==> src/rtl/uart_rx_oversampled.sv <==
// rtl/uart_rx_oversampled.sv - 8N1 UART receiver driven by an external oversampling tick
module uart_rx_oversampled #(
  parameter int OVERSAMPLING = 8
) (
  input  logic       clk,
  input  logic       rst_n,
  input  logic       rx,
  input  logic       tick,
  output logic       baud_en,
  output logic [7:0] data,
  output logic       data_valid,
  output logic       framing_err,
  output logic       busy
);

  localparam int CNT_W = $clog2(OVERSAMPLING);
  localparam logic [CNT_W-1:0] CNT_MID  = CNT_W'(OVERSAMPLING / 2 - 1);
  localparam logic [CNT_W-1:0] CNT_LAST = CNT_W'(OVERSAMPLING - 1);

  typedef enum logic [2:0] {
    IDLE,
    START,
    DATA,
    STOP,
    WAIT_IDLE
  } state_e;

  state_e           state_q, state_d;
  logic             rx_meta_q, rx_s_q;
  logic [CNT_W-1:0] cnt_q, cnt_d;
  logic [2:0]       bit_q, bit_d;
  logic [7:0]       shift_q, shift_d;
  logic [7:0]       data_q, data_d;
  logic             dv_q, dv_d;
  logic             fe_q, fe_d;
  logic             baud_en_q, baud_en_d;

  always_ff @(posedge clk or negedge rst_n) begin
    if (!rst_n) begin
      state_q   <= IDLE;
      rx_meta_q <= 1'b1;
      rx_s_q    <= 1'b1;
      cnt_q     <= '0;
      bit_q     <= '0;
      shift_q   <= '0;
      data_q    <= '0;
      dv_q      <= 1'b0;
      fe_q      <= 1'b0;
      baud_en_q <= 1'b0;
    end else begin
      state_q   <= state_d;
      rx_meta_q <= rx;
      rx_s_q    <= rx_meta_q;
      cnt_q     <= cnt_d;
      bit_q     <= bit_d;
      shift_q   <= shift_d;
      data_q    <= data_d;
      dv_q      <= dv_d;
      fe_q      <= fe_d;
      baud_en_q <= baud_en_d;
    end
  end

  // A tick coinciding with a transition is consumed by it: cnt is reloaded, not incremented.
  always_comb begin
    state_d = state_q;
    cnt_d   = cnt_q;
    bit_d   = bit_q;
    shift_d = shift_q;
    data_d  = data_q;
    dv_d    = 1'b0;
    fe_d    = 1'b0;
    unique case (state_q)
      IDLE: begin
        if (!rx_s_q) begin
          state_d = START;
          cnt_d   = '0;
        end
      end
      START: begin
        if (tick) begin
          if (cnt_q == CNT_MID) begin
            if (rx_s_q) begin
              state_d = IDLE;
            end else begin
              state_d = DATA;
              cnt_d   = '0;
              bit_d   = '0;
            end
          end else begin
            cnt_d = cnt_q + 1'b1;
          end
        end
      end
      DATA: begin
        if (tick) begin
          if (cnt_q == CNT_LAST) begin
            shift_d = {rx_s_q, shift_q[7:1]};
            cnt_d   = '0;
            bit_d   = bit_q + 1'b1;
            if (bit_q == 3'd7) state_d = STOP;
          end else begin
            cnt_d = cnt_q + 1'b1;
          end
        end
      end
      STOP: begin
        if (tick) begin
          if (cnt_q == CNT_LAST) begin
            if (rx_s_q) begin
              data_d  = shift_q;
              dv_d    = 1'b1;
              state_d = IDLE;
            end else begin
              fe_d    = 1'b1;
              state_d = WAIT_IDLE;
            end
          end else begin
            cnt_d = cnt_q + 1'b1;
          end
        end
      end
      WAIT_IDLE: begin
        // Hold off until the line returns high so a break is not taken as a new start bit.
        if (rx_s_q) state_d = IDLE;
      end
      default: state_d = IDLE;
    endcase
    baud_en_d = (state_d == START) || (state_d == DATA) || (state_d == STOP);
  end

  assign baud_en     = baud_en_q;
  assign data        = data_q;
  assign data_valid  = dv_q;
  assign framing_err = fe_q;
  assign busy        = (state_q != IDLE);

endmodule

==> config.mk <==
export PLATFORM = sky130hd
export DESIGN_NAME = uart_rx_oversampled
export DESIGN_NICKNAME = d
export VERILOG_FILES = /design/src/rtl/uart_rx_oversampled.sv
export SDC_FILE = /design/constraint.sdc
export NUM_CORES = 1
export LEC_CHECK = 0
export BUFFER_PORTS_ARGS = -buffer_cell sky130_fd_sc_hd__buf_2
export CAP_MARGIN = 30
export CORE_MARGIN = 2
export CORE_UTILIZATION = 55
export CTS_CLUSTER_SIZE = 8
export DETAILED_ROUTE_END_ITERATION = 7
export GPL_TIMING_DRIVEN = 1
export PLACE_DENSITY = 0.84
export SYNTH_ARGS = -nofsm -noshare
export SYNTH_HDL_FRONTEND = slang
export SYNTH_SLANG_ARGS = --single-unit
==> constraint.sdc <==
create_clock -name clk -period 3.92 [get_ports clk]
set_input_delay 0.392 -clock clk [delete_from_list [all_inputs] [get_ports clk]]
set_output_delay 0.392 -clock clk [all_outputs]
set_load 0.01 [all_outputs]
==> results of run 1 <==
## registers in the layout, indices dropped and copies added, names as in the netlist
signal / flops
bit_q: 3
data: 8
rx_s_q: 1
state_q: 3
baud_en: 1
shift_q: 8
data_valid: 1
framing_err: 1
rx_meta_q: 1
cnt_q: 3
## through the flow
| step | setup slack (ns) | util | hold WS [ns] |
|---|---|---|---|
| floorplan | 2.13 | - | 0.0964 |
| global placement | 2.08 | 0.610 | 0.345 |
| detailed placement | 2.03 | 0.610 | 0.347 |
| CTS | 2.01 | 0.636 | 0.0724 |
| global route | 1.92 | 0.636 | 0.110 |
| finish | 2.00 | 0.636 | 0.0636 |
## critical path, delay by kind of cell, from the launching register on
kind | cells | cell delay, ns
flip-flops | 1 | 0.41
AO/OA/AOI/OAI | 4 | 0.87
adder cells (fa/ha/maj) | 2 | 0.53
## layer usage
metal | share of wire | global-route usage | wire (um) | vias up
met3 | 0.039 | 0.0738 | 99 | 4
li1 | - | - | - | 478
met5 | 0 | 0 | 0 | -
met4 | 0.0079 | 0.0750 | 20 | 0
met1 | 0.43 | 0.272 | 1100 | 487
met2 | 0.52 | 0.341 | 1330 | 18
## report_power, final
group	internal (uW)	switching, uW
clock network	86.1	111
logic	87.1	86.9
registers	339	43.7
## logic make-up (layout without fill, tap and decap cells)
group                      count (synthesis)  in the layout  synth area share
AOI/OAI and AO/OA                         22             22             0.121
DFF                                       30             30             0.529
muxes                                      9              9            0.0712
adders and majority gates                  7              7            0.0616
buffers and inverters                      9             27            0.0378
and+or+nand+nor                           50             50             0.179
## cell type report
class / instances / area share
Sequential cell: 30 / 0.483
Inverter: 4 / 0.00962
Clock buffer: 6 / 0.0329
Tap cell: 30 / 0.0241
Clock inverter: 2 / 0.00802
Multi-Input combinational cell: 88 / 0.395
Timing Repair Buffer: 15 / 0.0481
## path summary, 6_finish.rpt
path	end	slack [ns]
worst max-delay path	cnt_q[1]$_DFFE_PN0P_	2.00
worst min-delay path	state_q[1]$_DFF_PN0_	0.06
worst max register to register	cnt_q[1]$_DFFE_PN0P_	2.00
worst min register to register	rx_s_q$_DFF_PN1_	0.36
max in group asynchronous	data[2]$_DFFE_PN0P_	3.44
min in group clk	rx_meta_q$_DFF_PN1_	0.15
## cell usage after synthesis (all sizes together), types with 4 or more instances
master and instances:
nor2 6, ha 7, nand3 4, buf 5
dfrtp 28, nand2 25, mux2 9, inv 4
==> flow_summary.toml, run 1 <==
[die]
dieWidth_um = 54.9
fp.dieH_um = 54.9
start_util = 0.580
dieArea_um2 = 3010
io_pins = 16
rows = 18
core_region_area_um2 = 2450

[critical_path]
crit_start = "cnt_q[0]$_DFFE_PN0P_"
cp_common_cell = "ha_1"
cp.arrival_ns = 2.15
worstPathMaxFanout = 6
cp-end-kind = "flip-flop"
slowest_delay_ns = 0.41
path_class = "reg2reg"
critPathRequiredTime_ns = 4.15
crit_path_cell_trace = "ha_1 -> ha_1 -> a21bo_1 -> a221o_1 -> a21o_1 -> a22o_1"
start_kind = "flip-flop"
timing.rr.start = "cnt_q[0]$_DFFE_PN0P_"
critPathSlowestCell = "dfrtp_1"
r2r_cells = 6

[clock_tree]
cts_sinks = 30
clkTransAtPathRegs_ns = 0.10
cts_resized = 0
clock_latency_ns = 0.33
hold_buffers = 0
postCtsSetupBuffers = 0
tritoncts = "done"
cts_inserted_buffers = 5
cts_buffer_depth = 2
htreeDepth = 2
clock-root-buffer = "clkbuf_4"

[synthesis]
synth_seq_cells = 30
postSynthAreaPerCell_um2 = 11.2
synth_area_um2 = 1420
synth_warnings = 0
seq_area_frac_synth = 0.529
synth_top_area_frac = 0.493
async_flop_share = 1.00
synth_ff_type = "dfrtp_1"
synth_edf_count = 0
synth.net_count = 138
syn_inst = 127
ys_types = 39
yosysTopAreaCell = "dfrtp_1"
synthTopCellsByArea = "dfrtp_1 (49%), mux2_1 (7.1%), nand2_1 (6.3%)"

[placement]
io_buffers = 15
dpl.hpwl_um = 1830
place_congestion = 0.796
dpl_cell_area_um2 = 1500
dp.cells = 167

[detailed_routing]
avgRoutedWirePerCell_um = 14.6
ant_nets = 0
routed_wl_um = 2550
drt_iter0_drc = 21
via_count = 987
dr.pass1.iters = 4
viasPerCell = 5.64
drc = 0

[global_route]
grt_pass1_vias = 953
grt_overflow = 0
grtUsageTotal = 0.215
grt_pass1_wl_um = 4390
antenna_found_initial = 0
grt_max_degree = 31

[finish]
final_cell_area_um2 = 1560
antennaDiodeCount = 0
multi_input_area_um2 = 616
drive_gt1_frac = 0.221
layout.cells.most_common_list = "dfrtp_1 (28), nand2_1 (24), buf_2 (15)"
area_growth_pct = 9.67
nets = 155
fin_cells = 175
fill_cells = 194
seqCellArea_um2 = 753
final_common_cell = "dfrtp_1"

[min_path]
hold_class = "in2async"

[sta]
fmaxAchievable_mhz = 522
clock_skew_ns = 0.00950
report.final.slew_viol_count = 0
rsz0062_at_grt = "false"
setup_viol_count_final = 0
finalCritPeriodShare = 0.489
post-route-min-period_ns = 1.92
worstMarginPinSlew_ns = 0.628
finalHoldViolCount = 0
slew_headroom = 0.581
setup-tns-final_ns = 0

[power]
leakagePower_uw = 0.000844
power_density_nw_per_um2 = 483
totalPowerFinal_uw = 754
ir_worst_vdd_v = 0.000347

[run]
cap_violations = 0

[run_status]
status = "completed"
No activity file was read; power rests on OpenSTA's default activity.
==> run 2: changes to the inputs <==
--- a/config.mk
+++ b/config.mk
@@ -8,11 +8,11 @@
 export BUFFER_PORTS_ARGS = -buffer_cell sky130_fd_sc_hd__buf_2
 export CAP_MARGIN = 30
 export CORE_MARGIN = 2
-export CORE_UTILIZATION = 55
+export CORE_UTILIZATION = 51
 export CTS_CLUSTER_SIZE = 8
 export DETAILED_ROUTE_END_ITERATION = 7
 export GPL_TIMING_DRIVEN = 1
-export PLACE_DENSITY = 0.84
+export PLACE_DENSITY = 0.82
 export SYNTH_ARGS = -nofsm -noshare
 export SYNTH_HDL_FRONTEND = slang
 export SYNTH_SLANG_ARGS = --single-unit
==> constraint.sdc (replaced) <==
create_clock -name clk -period 1.65 [get_ports clk]
set_input_delay 0.165 -clock clk [delete_from_list [all_inputs] [get_ports clk]]
set_output_delay 0.165 -clock clk [all_outputs]
set_load 0.01 [all_outputs]
==> run 2 against run 1 <==
Global-route usage down 3.2 points. Cell count grew 8.6%. Die area rose by 7.3%. Critical path type unchanged. Clock power rose by 130%. Via count rose by 2.9%. The flow now finishes with violations (negative setup slack). Fmax rose by 11%. Power grew to 2.6 times the previous value. Non-clock buffer count is 13 higher. Core utilization grew 0.62 points. Design area is 11% higher. Critical path depth unchanged.
==> flow_summary.toml, run 2 (same netlist as run 1, synthesis figures left out) <==
[clock_tree]
clock-root-buffer = "clkbuf_4"
cts_buffer_depth = 2
cts_inserted_buffers = 5
cts_sinks = 30
clkTransAtPathRegs_ns = 0.09
tritoncts = "done"
clock_latency_ns = 0.33
htreeDepth = 2

[detailed_routing]
ant_nets = 0
viasPerCell = 5.35
via_count = 1016
avgRoutedWirePerCell_um = 13.7
dr.pass1.iters = 4
drt_iter0_drc = 31
routed_wl_um = 2610
drc = 0

[run]
cap_violations = 0

[critical_path]
critPathSlowestCell = "dfrtp_1"
crit_path_cell_trace = "ha_4 -> ha_4 -> a21bo_1 -> a221o_1 -> a21o_1 -> a22o_1"
slowest_delay_ns = 0.41
timing.rr.start = "cnt_q[1]$_DFFE_PN0P_"
start_kind = "flip-flop"
cp.arrival_ns = 1.95
path_class = "reg2reg"
reg2reg_slack_ns = -0.08
crit_start = "cnt_q[1]$_DFFE_PN0P_"
worstPathMaxFanout = 3
critPathRequiredTime_ns = 1.86
cp_common_cell = "ha_4"
cp-end-kind = "flip-flop"

[placement]
dp.cells = 176
dpl.hpwl_um = 1810
place_congestion = 0.839
io_buffers = 15

[global_route]
antenna_found_initial = 0
grt_pass1_wl_um = 4460
grt_pass1_vias = 1004
grt_max_degree = 31
grt_overflow = 0
grtUsageTotal = 0.183

[power]
clkPwrFrac = 0.233
power.net_switching_uw = 620
seqPwrFrac = 0.452
combPwrFrac = 0.315
ir_worst_vdd_v = 0.000845
power_density_nw_per_um2 = 1120
p_sw_frac = 0.317
leakagePower_uw = 0.000906
p_int_uw = 1340

[finish]
fill_cells = 204
multi_input_area_um2 = 688
drive_gt1_frac = 0.321
final_common_cell = "dfrtp_1"
seqCellArea_um2 = 756
area_growth_pct = 22.3
nets = 169
layout.cells.most_common_list = "dfrtp_1 (26), nand2_1 (24), buf_2 (15)"
antennaDiodeCount = 0
fin_cells = 190

[sta]
finalHoldViolCount = 0
fmaxAchievable_mhz = 577
setup-tns-final_ns = -0.146
clock_skew_ns = 0.0117
finalCritPeriodShare = 1.05
fin_ws_ns = -0.0842
rsz0062_at_grt = "true"
post-route-min-period_ns = 1.73
report.final.slew_viol_count = 0
setup_viol_count_final = 3
worstMarginPinSlew_ns = 0.657
slew_headroom = 0.562

[run_status]
status = "finished, violations left"
violations = "negative setup slack"

[die]
io_pins = 16
core_region_area_um2 = 2710
fp.dieH_um = 56.8
dieArea_um2 = 3230
dieWidth_um = 56.8
rows = 19
start_util = 0.525

[min_path]
hold_class = "in2reg"
hp-start = "tick"
[run 2: changes by cell type in the layout (fill, tap and decap cells not counted), moves of 2 or more]
| cell | previous run | this run |
|---|---|---|
| ha_1 | 7 | 3 |
| dfrtp_2 | 0 | 2 |
| buf_4 | 0 | 11 |
| dlygate4sd3_1 | 0 | 2 |
| ha_4 | 0 | 3 |
| dfrtp_1 | 28 | 26 |
[run 2: final timing paths]
kind                                              end  depth (start not counted)
worst min register to register       rx_s_q$_DFF_PN1_                          0
max in group asynchronous        state_q[0]$_DFF_PN0_                          2
worst max register to register   cnt_q[1]$_DFFE_PN0P_                          6
min in group asynchronous        bit_q[2]$_DFFE_PN0P_                          2
worst min-delay path            framing_err$_DFF_PN0_                          3
worst max-delay path             cnt_q[1]$_DFFE_PN0P_                          6
[run 2: final cells by class]
cell class	instances	area share
clock inverters	2	0.00719
multi-input cells	89	0.396
well taps	31	0.0223
repair buffers	28	0.102
inverters	4	0.00863
clock buffers	6	0.0295
flip-flops and latches	30	0.435
[run 2: critical path, delay by kind of cell, from the launching register on]
family | cells | cell delay (ns)
flops | 1 | 0.41
compound gates | 4 | 0.87
fa+ha+maj | 2 | 0.35
[run 2: stage by stage]
step / hold slack, ns / cell area, um^2 / utilization / worst slack, ns / total power (uW)
floorplan: -0.131 / 1450 / - / -0.0166 / 1260
CTS: 0.207 / 1700 / 0.626 / -0.0871 / 1920
global placement: 0.217 / 1580 / 0.584 / -0.0236 / 1400
global route: 0.245 / 1740 / 0.642 / -0.139 / 2080
detailed placement: 0.229 / 1580 / 0.584 / -0.0752 / 1420
finish: 0.241 / 1740 / 0.642 / -0.0842 / 1960
[run 2: power by group through the flow]
| stage | sequential [uW] | combinational [uW] | clock, uW |
|---|---|---|---|
| final | 884 | 617 | 455 |
| after global routing | 896 | 680 | 508 |
| after CTS | 889 | 557 | 473 |
| after detailed placement | 900 | 517 | 0 |
| after global placement | 897 | 503 | 0 |
| after floorplan | 887 | 376 | 0 |
[run 2: what timing repair did]
| action | in CTS | in global routing |
|---|---|---|
| gates resized for setup | 3 | 7 |
| cloned | 1 | 0 |
| hold buffers | 2 | 0 |
| pin swaps | 2 | 6 |
| endpoints found under the hold margin | 29 | 0 |
| endpoints found under the setup margin | 11 | 17 |
| buffers inserted | 2 | 2 |
[run 2: routing by layer]
layer	global-route usage	vias up	share of wire
met3	0.0553	3	0.044
met4	0.0864	0	0.0080
li1	-	505	-
met1	0.221	489	0.48
met5	0	-	0
met2	0.299	19	0.47
==> run 3: changes to the inputs <==
--- a/config.mk
+++ b/config.mk
@@ -12,7 +12,7 @@
 export CTS_CLUSTER_SIZE = 8
 export DETAILED_ROUTE_END_ITERATION = 7
 export GPL_TIMING_DRIVEN = 1
-export PLACE_DENSITY = 0.82
+export PLACE_DENSITY = 0.74
 export SYNTH_ARGS = -nofsm -noshare
 export SYNTH_HDL_FRONTEND = slang
 export SYNTH_SLANG_ARGS = --single-unit
==> run 3 against run 2 <==
Clock power up 32%. Core utilization shrank 0.092 points. Count of clock-buffer cells in the layout up 1. The run still ends with negative setup slack left. First-iteration DRC count is 39% lower. Die area did not move. Critical path depth stayed put. Largest power group unchanged. Register-to-register slack barely moved. Flip-flop and latch count unchanged. Critical path type unchanged. Sequential share of layout area about the same.
==> flow_summary.toml, run 3 (same netlist as run 1, synthesis figures left out) <==
[run_status]
status = "finished, violations left"
violations = "negative setup slack"

[die]
rows = 19
core_region_area_um2 = 2710
dieArea_um2 = 3230
start_util = 0.525
io_pins = 16
dieWidth_um = 56.8
fp.dieH_um = 56.8

[sta]
setup_viol_count_final = 3
worstMarginPinSlew_ns = 0.647
rsz0062_at_grt = "true"
post-route-min-period_ns = 1.72
setup-tns-final_ns = -0.0973
clock_skew_ns = 0.0107
finalHoldViolCount = 0
slew_headroom = 0.569
fin_ws_ns = -0.0715
fmaxAchievable_mhz = 581
finalCritPeriodShare = 1.04
report.final.slew_viol_count = 0

[min_path]
hold_class = "in2reg"

[finish]
layout.cells.most_common_list = "dfrtp_1 (27), nand2_1 (24), buf_2 (15)"
drive_gt1_frac = 0.310
final_cell_area_um2 = 1740
area_growth_pct = 22.1
nets = 168
antennaDiodeCount = 0
final_common_cell = "dfrtp_1"

[placement]
io_buffers = 15
dpl_cell_area_um2 = 1580
dpl.hpwl_um = 1840
place_congestion = 0.860

[detailed_routing]
viasPerCell = 5.45
drt_iter0_drc = 19
routed_wl_um = 2720
dr.pass1.iters = 4
via_count = 1030
ant_nets = 0
drc = 0
avgRoutedWirePerCell_um = 14.4

[run]
cap_violations = 0

[critical_path]
start_kind = "flip-flop"
endpoint = "cnt_q[1]$_DFFE_PN0P_"
crit_start = "cnt_q[0]$_DFFE_PN0P_"
slowest_delay_ns = 0.42
critPathSlowestCell = "dfrtp_1"
path_class = "reg2reg"
r2r_cells = 6
worstPathMaxFanout = 3
cp.arrival_ns = 1.93
cp-end-kind = "flip-flop"
timing.rr.start = "cnt_q[0]$_DFFE_PN0P_"
cp_common_cell = "ha_4"
crit_cells = 6
critPathRequiredTime_ns = 1.86
critPathTopFamily = "compound AO/OA/AOI/OAI gates"
reg2reg_slack_ns = -0.07
r2r_end = "cnt_q[1]$_DFFE_PN0P_"
cp_num_buf_inv = 0
crit_path_cell_trace = "ha_4 -> ha_4 -> a21bo_1 -> a221o_1 -> a21o_1 -> a22o_1"

[clock_tree]
tritoncts = "done"
cts_sinks = 30
cts_buffer_depth = 2
htreeDepth = 2
cts_inserted_buffers = 5
clock_latency_ns = 0.32
clock-root-buffer = "clkbuf_4"
clkTransAtPathRegs_ns = 0.09

[global_route]
grt_pass1_vias = 1046
grt_overflow = 0
grt_pass1_wl_um = 4630
antenna_found_initial = 0
grtUsageTotal = 0.188
grt_max_degree = 31

[power]
leakagePower_uw = 0.000927
ir_worst_vdd_v = 0.000758
power_density_nw_per_um2 = 1160
run 3: how the worst min path moves through the flow:
stage,end,start,cells past startpoint,slack (ns)
2_1_floorplan,baud_en$_DFF_PN0_,rst_n,0,-0.13
3_3_place_gp,state_q[2]$_DFF_PN0_,rst_n,1,0.21
3_5_place_dp,state_q[0]$_DFF_PN0_,rst_n,1,0.23
4_1_cts,framing_err$_DFF_PN0_,tick,3,0.17
5_1_grt,framing_err$_DFF_PN0_,tick,3,0.22
6_report,framing_err$_DFF_PN0_,tick,3,0.23
run 3: metrics by stage:
step           std cells  utilization  power, uW  worst slack, ns  hold WS [ns]
2_1_floorplan        127            -       1260          -0.0166        -0.131
3_3_place_gp         175        0.581       1390          -0.0262         0.211
4_1_cts              186        0.623       2020          -0.0734         0.172
3_5_place_dp         175        0.581       1410          -0.0461         0.226
5_1_grt              189        0.641       2140           -0.122         0.222
6_report             189        0.641       2010          -0.0715         0.226
run 3: what timing repair did:
action,4_1_cts,5_1_grt
gates resized for setup,0,8
pin swaps,1,4
buffers inserted,1,2
cloned,0,1
setup endpoints to repair,5,16
hold buffers,2,0
endpoints found under the hold margin,29,0
run 3: where the power goes:
group          internal [uW]  switching [uW]  total, uW
clock                    362             239        601
combinational            261             249        510
sequential               808            93.0        901
run 3: metal layers:
metal | global-route usage | share of wire
met5 | 0 | 0
met4 | 0.0930 | 0.021
met3 | 0.0599 | 0.041
met2 | 0.304 | 0.48
met1 | 0.224 | 0.46
run 3: worst min-delay path: cells and delay by family:
kind / cells / cell delay [ns]
AND/OR/NAND/NOR: 2 / 0.20
buffers and inverters: 1 / 0.14
run 3: final cells by class:
class	count	area, um^2
clock buffer	7	55.1
multi-input combinational	89	673
sequential	30	754
fill	219	973
clock inverter	1	30.0
inverter	4	15.0
tap	31	38.8
timing repair buffer	27	170
